### config.mk
export PLATFORM = sky130hd
export DESIGN_NAME = had_jdb_req_ctrl_flat
export DESIGN_NICKNAME = d
export VERILOG_FILES = /design/src/rtl/had_jdb_req_ctrl_if.sv /design/src/rtl/had_jdb_req_ctrl.sv /design/src/flat_wrapper.sv
export SDC_FILE = /design/constraint.sdc
export NUM_CORES = 1
export LEC_CHECK = 0
export CAP_MARGIN = 25
export CORE_MARGIN = 2
export CORE_UTILIZATION = 55
export DETAILED_ROUTE_END_ITERATION = 10
export PLACE_DENSITY = 0.8
export SYNTH_ARGS = -nofsm -noshare
export SYNTH_HDL_FRONTEND = slang
export SYNTH_SLANG_ARGS = --single-unit
### constraint.sdc
create_clock -name tclk -period 3.9 [get_ports tclk]
set_input_delay 0.975 -clock tclk [delete_from_list [all_inputs] [get_ports tclk]]
set_output_delay 0.975 -clock tclk [all_outputs]
set_load 0.01 [all_outputs]
### src/rtl/had_jdb_req_ctrl_if.sv
// JDB debug-request handshake bundle between the pad/core side and had_jdb_req_ctrl.
// master drives the pad/core/control inputs; slave is the controller.
interface had_jdb_req_ctrl_if;
    logic pad_had_jdb_req_b;
    logic iu_yy_xx_dbgon;
    logic had_jdb_ctrl_en;
    logic had_jdb_abort;
    logic had_iu_jdb_dbgreq;
    logic had_pad_jdb_ack_b;
    logic had_jdb_busy;
    logic had_jdb_timeout;

    modport master (
        output pad_had_jdb_req_b,
        output iu_yy_xx_dbgon,
        output had_jdb_ctrl_en,
        output had_jdb_abort,
        input  had_iu_jdb_dbgreq,
        input  had_pad_jdb_ack_b,
        input  had_jdb_busy,
        input  had_jdb_timeout
    );

    modport slave (
        input  pad_had_jdb_req_b,
        input  iu_yy_xx_dbgon,
        input  had_jdb_ctrl_en,
        input  had_jdb_abort,
        output had_iu_jdb_dbgreq,
        output had_pad_jdb_ack_b,
        output had_jdb_busy,
        output had_jdb_timeout
    );
endinterface

### src/rtl/had_jdb_req_ctrl.sv
// JDB debug-request sequencer in the tclk domain: sync + glitch filter, core request, pad ack.
// Optional REQ watchdog / ERR state / sticky timeout flag enabled by HAD_JDB_TIMEOUT_EN.
module had_jdb_req_ctrl #(
    parameter int unsigned SYNC_STAGES = 2,
    parameter int unsigned FILT_CYC    = 4,
    parameter int unsigned TO_CYC      = 255,
    parameter int unsigned CNT_W       = 8
) (
    input  logic                 tclk,
    input  logic                 trst_b,
    had_jdb_req_ctrl_if.slave    jdb
);

`ifdef HAD_JDB_TIMEOUT_EN
    localparam int unsigned CNT_NEED = (FILT_CYC > TO_CYC) ? FILT_CYC : TO_CYC;
`else
    localparam int unsigned CNT_NEED = FILT_CYC;
`endif

    generate
        if (SYNC_STAGES < 2) begin : g_bad_sync
            $error("had_jdb_req_ctrl: SYNC_STAGES must be at least 2");
        end
        if (FILT_CYC < 1 || TO_CYC < 1) begin : g_bad_cyc
            $error("had_jdb_req_ctrl: FILT_CYC and TO_CYC must be at least 1");
        end
        if (CNT_W < 32 && ((CNT_NEED - 1) >> CNT_W) != 0) begin : g_bad_cnt
            $error("had_jdb_req_ctrl: CNT_W too narrow for the filter/timeout count");
        end
    endgenerate

    localparam logic [CNT_W-1:0] FILT_LAST = CNT_W'(FILT_CYC - 1);
`ifdef HAD_JDB_TIMEOUT_EN
    localparam logic [CNT_W-1:0] TO_LAST   = CNT_W'(TO_CYC - 1);
`endif

    typedef enum logic [2:0] {
        ST_IDLE,
        ST_FILT,
        ST_REQ,
        ST_ACK,
        ST_WAIT_REL
`ifdef HAD_JDB_TIMEOUT_EN
        , ST_ERR
`endif
    } state_t;

    state_t                 r_state;
    state_t                 w_state_nxt;
    logic [SYNC_STAGES-1:0] r_sync;
    logic                   w_req_s;
    logic [CNT_W-1:0]       r_cnt;
    logic [CNT_W-1:0]       w_cnt_nxt;
    logic                   r_dbgreq;
    logic                   r_ack_b;
    logic                   r_busy;
`ifdef HAD_JDB_TIMEOUT_EN
    logic                   w_to_set;
    logic                   r_timeout;
`endif

    always_ff @(posedge tclk or negedge trst_b) begin
        if (!trst_b) begin
            r_sync <= '1;
        end else begin
            r_sync <= {r_sync[SYNC_STAGES-2:0], jdb.pad_had_jdb_req_b};
        end
    end

    assign w_req_s = r_sync[SYNC_STAGES-1];

    // Abort/disable only cut short the states that have not yet touched the pad handshake.
    always_comb begin
        w_state_nxt = r_state;
`ifdef HAD_JDB_TIMEOUT_EN
        w_to_set    = 1'b0;
`endif
        case (r_state)
            ST_IDLE: begin
                if (jdb.had_jdb_ctrl_en && !w_req_s) w_state_nxt = ST_FILT;
            end
            ST_FILT: begin
                if (jdb.had_jdb_abort || !jdb.had_jdb_ctrl_en || w_req_s) w_state_nxt = ST_IDLE;
                else if (r_cnt == FILT_LAST)                              w_state_nxt = ST_REQ;
            end
            ST_REQ: begin
                if (jdb.had_jdb_abort || !jdb.had_jdb_ctrl_en) begin
                    w_state_nxt = ST_IDLE;
                end else if (jdb.iu_yy_xx_dbgon) begin
                    w_state_nxt = ST_ACK;
                end
`ifdef HAD_JDB_TIMEOUT_EN
                else if (r_cnt == TO_LAST) begin
                    w_state_nxt = ST_ERR;
                    w_to_set    = 1'b1;
                end
`endif
            end
            ST_ACK: begin
                if (w_req_s) w_state_nxt = ST_WAIT_REL;
            end
            ST_WAIT_REL: begin
                if (!jdb.iu_yy_xx_dbgon) w_state_nxt = ST_IDLE;
            end
`ifdef HAD_JDB_TIMEOUT_EN
            ST_ERR: begin
                if (jdb.had_jdb_abort || !jdb.had_jdb_ctrl_en || w_req_s) w_state_nxt = ST_IDLE;
            end
`endif
            default: w_state_nxt = ST_IDLE;
        endcase
    end

    // Counter restarts on every state change; only FILT (and REQ with the watchdog) count.
    always_comb begin
        w_cnt_nxt = '0;
        if (w_state_nxt == r_state) begin
            if (r_state == ST_FILT) w_cnt_nxt = r_cnt + 1'b1;
`ifdef HAD_JDB_TIMEOUT_EN
            if (r_state == ST_REQ)  w_cnt_nxt = r_cnt + 1'b1;
`endif
        end
    end

    always_ff @(posedge tclk or negedge trst_b) begin
        if (!trst_b) begin
            r_state  <= ST_IDLE;
            r_cnt    <= '0;
            r_dbgreq <= 1'b0;
            r_ack_b  <= 1'b1;
            r_busy   <= 1'b0;
        end else begin
            r_state  <= w_state_nxt;
            r_cnt    <= w_cnt_nxt;
            r_dbgreq <= (w_state_nxt == ST_REQ);
            r_ack_b  <= (w_state_nxt != ST_ACK);
            r_busy   <= (w_state_nxt != ST_IDLE);
        end
    end

`ifdef HAD_JDB_TIMEOUT_EN
    // Abort clears the flag and, in REQ, also suppresses a same-cycle timeout set.
    always_ff @(posedge tclk or negedge trst_b) begin
        if (!trst_b) begin
            r_timeout <= 1'b0;
        end else if (jdb.had_jdb_abort) begin
            r_timeout <= 1'b0;
        end else if (w_to_set) begin
            r_timeout <= 1'b1;
        end
    end

    assign jdb.had_jdb_timeout = r_timeout;
`else
    assign jdb.had_jdb_timeout = 1'b0;
`endif

    assign jdb.had_iu_jdb_dbgreq = r_dbgreq;
    assign jdb.had_pad_jdb_ack_b = r_ack_b;
    assign jdb.had_jdb_busy      = r_busy;

endmodule

### src/flat_wrapper.sv
// flat-port wrapper written by rule: the top's interface ports become plain ports
module had_jdb_req_ctrl_flat 
#(
    parameter int unsigned SYNC_STAGES = 2,
    parameter int unsigned FILT_CYC    = 4,
    parameter int unsigned TO_CYC      = 255,
    parameter int unsigned CNT_W       = 8
)
  (tclk, trst_b, jdb_pad_had_jdb_req_b, jdb_iu_yy_xx_dbgon, jdb_had_jdb_ctrl_en, jdb_had_jdb_abort, jdb_had_iu_jdb_dbgreq, jdb_had_pad_jdb_ack_b, jdb_had_jdb_busy, jdb_had_jdb_timeout);
  had_jdb_req_ctrl_if jdb_i ();
  input  logic tclk;
  input  logic trst_b;
  input wire logic [$bits(jdb_i.pad_had_jdb_req_b)-1:0] jdb_pad_had_jdb_req_b;
  input wire logic [$bits(jdb_i.iu_yy_xx_dbgon)-1:0] jdb_iu_yy_xx_dbgon;
  input wire logic [$bits(jdb_i.had_jdb_ctrl_en)-1:0] jdb_had_jdb_ctrl_en;
  input wire logic [$bits(jdb_i.had_jdb_abort)-1:0] jdb_had_jdb_abort;
  output wire logic [$bits(jdb_i.had_iu_jdb_dbgreq)-1:0] jdb_had_iu_jdb_dbgreq;
  output wire logic [$bits(jdb_i.had_pad_jdb_ack_b)-1:0] jdb_had_pad_jdb_ack_b;
  output wire logic [$bits(jdb_i.had_jdb_busy)-1:0] jdb_had_jdb_busy;
  output wire logic [$bits(jdb_i.had_jdb_timeout)-1:0] jdb_had_jdb_timeout;
  assign jdb_i.pad_had_jdb_req_b = jdb_pad_had_jdb_req_b;
  assign jdb_i.iu_yy_xx_dbgon = jdb_iu_yy_xx_dbgon;
  assign jdb_i.had_jdb_ctrl_en = jdb_had_jdb_ctrl_en;
  assign jdb_i.had_jdb_abort = jdb_had_jdb_abort;
  assign jdb_had_iu_jdb_dbgreq = jdb_i.had_iu_jdb_dbgreq;
  assign jdb_had_pad_jdb_ack_b = jdb_i.had_pad_jdb_ack_b;
  assign jdb_had_jdb_busy = jdb_i.had_jdb_busy;
  assign jdb_had_jdb_timeout = jdb_i.had_jdb_timeout;
  had_jdb_req_ctrl #(.SYNC_STAGES(SYNC_STAGES), .FILT_CYC(FILT_CYC), .TO_CYC(TO_CYC), .CNT_W(CNT_W)) u_core (.tclk(tclk), .trst_b(trst_b), .jdb(jdb_i));
endmodule
==> impl_metrics.tcl <==
set metrics [dict create \
    fp.dieArea_sq_um 1634 \
    grt_use_met1_pct 23.72 \
    worst_slack_ps 1596 \
    crit_path_cell_trace "clkdlybuf4s50_1" \
    residual_antenna_violating_net_count_after_detailed_routing 0 \
    synth_nets 70 \
    starting_utilization_of_the_core_area_pct 57.50 \
    detailedPlace.worstSlack_ps 1381 \
    chipWidth_um 40.42 \
    worstSkewPairLatency_ps 280 \
    worstSetupEndpointType "primary output" \
    slew_headroom_pct 55.33 \
    critical_path_required_ps 2920 \
    first_global_vias 422 \
    grt_pass1_wl_um 1794 \
    rows 13 \
    netSwitchingPower_uw 60.28 \
    worst_hold_path.num_cells 0 \
    arrival_ps 1330 \
    synth_area_sq_um 729.5 \
    grt_setup_unrepaired "no" \
    grt_antenna_before_repair 0 \
    cts_htree_levels 1 \
    synth.lib_cells_used.distinct 28 \
    library_cell_occupying_the_most_area_in_the_post_synthesis_netlist "sky130_fd_sc_hd__dfrtp_1" \
    clock-sinks 16 \
    rr_worst_depth 4 \
    setup_viol 0 \
    setup-tns-final_ps 0 \
    io_pins 10 \
    tightestPinTransition_ps 668.0 \
    synth.yosys.warnings 0 \
    track_usage_pct 18.00 \
    synthFlopType "sky130_fd_sc_hd__dfrtp_1" \
    via_count 486 \
    fin_nets 82 \
    busiest_metal_layer_after_global_routing "met2" \
    gr-usage-met3_pct 5.000 \
    yosys_reg_bits 16 \
    wl_per_cell_um 13.94 \
    period_needed_ps 2304 \
    diodes 0 \
    drtIter0Drc 3 \
    routed_wirelength_um 1241 \
    synth.avg_cell_area_sq_um 11.58 \
    max-cap-violations 0 \
    reg2reg_slack_ps 2210 \
    critPathTopFamily "flip-flops" \
    dieHeight_um 40.42 \
    hold_path.class "reg2reg" \
    pin_count_of_the_biggest_net_entering_global_routing 17 \
    p_per_area_nw_per_um2 345.1 \
    drt-pass1-iter-count 4 \
    seq_area_frac_synth_pct 55.40 \
    fin_skew_ps 3.489 \
    cpMaxStageDelayCell "sky130_fd_sc_hd__dfstp_2" \
    cts_made_buffers 3 \
    count_of_buffers_inserted_at_the_top_level_ports 8 \
    int_power_uw 235.5 \
    timing_max_transition_violations_final 0 \
    post_cts.repair.setup_buffers 0 \
    power.share.clock_pct 36.0 \
    drive_above_1_share_pct 20.27 \
    routabilityCongestion 0.7186 \
    postLayoutCellArea_sq_um 857.1 \
    cts_tree "built" \
    critical_path_peak_fanout 1 \
    clock_tree.buffer_depth 2 \
    slowest_delay_ps 520 \
    cts.hold.buffers_added 0 \
    setup.worst_path.start_class "flop" \
    path_clk_slew_ps 90 \
    cell_types_with_the_largest_area_share_after_synthesis "sky130_fd_sc_hd__dfrtp_1 (45%), sky130_fd_sc_hd__dfstp_2 (11%), sky130_fd_sc_hd__xor2_1 (6.0%)" \
    critPathBufInv 1 \
    finalHoldViolations 0 \
    gr-usage-met2_pct 25.40 \
    cts_root_buf "sky130_fd_sc_hd__clkbuf_4" \
    routed_via_density 5.461 \
    post_cts_gate_resize_count 0 \
    post_dp_cell_area_sq_um 820.8 \
    hpwl_um 899.5 \
    core_area_sq_um 1269 \
    ir_drop_mv 0.2670 \
    comb_power_share_pct 5.8 \
    drcViolationCount 0 \
    timing.fmax_ghz 0.4340 \
    run_status "completed" \
    finalCritPeriodShare_pct 59.08 \
    synth_edf_count 0 \
    power.share.switching_pct 20.38 \
    critical_path_depth 1 \
    grt_overflow_total 0 \
    power_frac_seq_pct 58.2 \
    synth_top_area_share_pct 44.60 \
    async_flop_share_pct 100.0 \
    syn2layout_area_growth_pct 17.50 \
    crit_type "reg2out" \
    power.static_leakage_nw 0.3780 \
    post_synth_inst_count 63 \
]
==> per-stage QoR <==
stage,utilization (%),power [mW],cells,hold WS [ps]
global placement,64.69,0.1924,85,345.8
detailed placement,64.69,0.1928,85,355.5
CTS,67.55,0.2983,89,370.4
global route,67.55,0.3051,89,380.1
finish,67.55,0.2958,89,361.2
floorplan,-,0.1821,63,345.2
==> cell families after synthesis <==
group                      count (synthesis)  synth area share (%)
AOI/OAI and AO/OA                          6                 5.489
other                                      1                0.5141
adders and majority gates                  1                 1.715
DFF                                       16                 55.40
xor gates and xnor gates                   6                 7.204
buffers and inverters                      1                 1.030
and+or+nand+nor                           32                 28.65
==> cell type report <==
cell class	instances	area (sq um)
sequential	16	404.1
tap	15	18.77
timing repair buffer	8	80.08
multi-input combinational	46	317.8
clock buffer	4	36.28
fill	98	411.6
==> power groups by stage <==
stage	combinational [mW]	sequential [mW]	clock [mW]
3_3_place_gp	0.0173	0.175	0
5_1_grt	0.0192	0.173	0.113
2_1_floorplan	0.00720	0.175	0
3_5_place_dp	0.0175	0.175	0
4_1_cts	0.0176	0.172	0.109
6_report	0.0173	0.172	0.106
==> placed cells by master (no fill, tap or decap), types with 2 or more instances in the layout <==
cell type and instances:
sky130_fd_sc_hd__nor2_1 8, sky130_fd_sc_hd__dfrtp_1 13, sky130_fd_sc_hd__dfstp_2 3, sky130_fd_sc_hd__nand3_1 7, sky130_fd_sc_hd__nor3b_1 3, sky130_fd_sc_hd__clkdlybuf4s50_1 8
sky130_fd_sc_hd__xor2_1 5, sky130_fd_sc_hd__nor2b_1 2, sky130_fd_sc_hd__clkbuf_4 3, sky130_fd_sc_hd__o21ai_0 2
==> worst reg2reg max path, delay by kind of cell, from the launching register on <==
kind	cells	cell delay, ps
flip-flops	1	430
AND/OR/NAND/NOR	4	1140
==> routing by layer <==
layer	wire, um	share of wire (%)
met1	580	47
met2	569	46
met3	50	4.0
met4	40	3.2
met5	0	0
==> synth_stat cells, types with 2 or more instances <==
cell,n
sky130_fd_sc_hd__dfrtp_1,13
sky130_fd_sc_hd__dfstp_2,3
sky130_fd_sc_hd__nand3_1,7
sky130_fd_sc_hd__nor2_1,8
sky130_fd_sc_hd__nor2b_1,2
sky130_fd_sc_hd__nor3b_1,3
sky130_fd_sc_hd__o21ai_0,2
sky130_fd_sc_hd__xor2_1,5
==> sequential cells by signal, indices dropped and copies added (netlist names) <==
name,flops
u_core.jdb.had_pad_jdb_ack_b,1
u_core.r_sync,2
u_core.r_cnt,8
u_core.r_state,3
u_core.jdb.had_jdb_busy,1
u_core.jdb.had_iu_jdb_dbgreq,1
==> worst paths after layout <==
path / from / to
hold / removal: u_core.r_sync[0] / u_core.r_sync[1]
hold reg to reg: u_core.r_sync[0] / u_core.r_sync[1]
setup reg to reg: u_core.r_cnt[3] / u_core.jdb.had_jdb_busy
setup / recovery: u_core.jdb.had_pad_jdb_ack_b / jdb_had_pad_jdb_ack_b
min in group asynchronous: trst_b / u_core.r_cnt[3]
max in group asynchronous: trst_b / u_core.r_state[0]
Power figures use the tool's default switching activity.
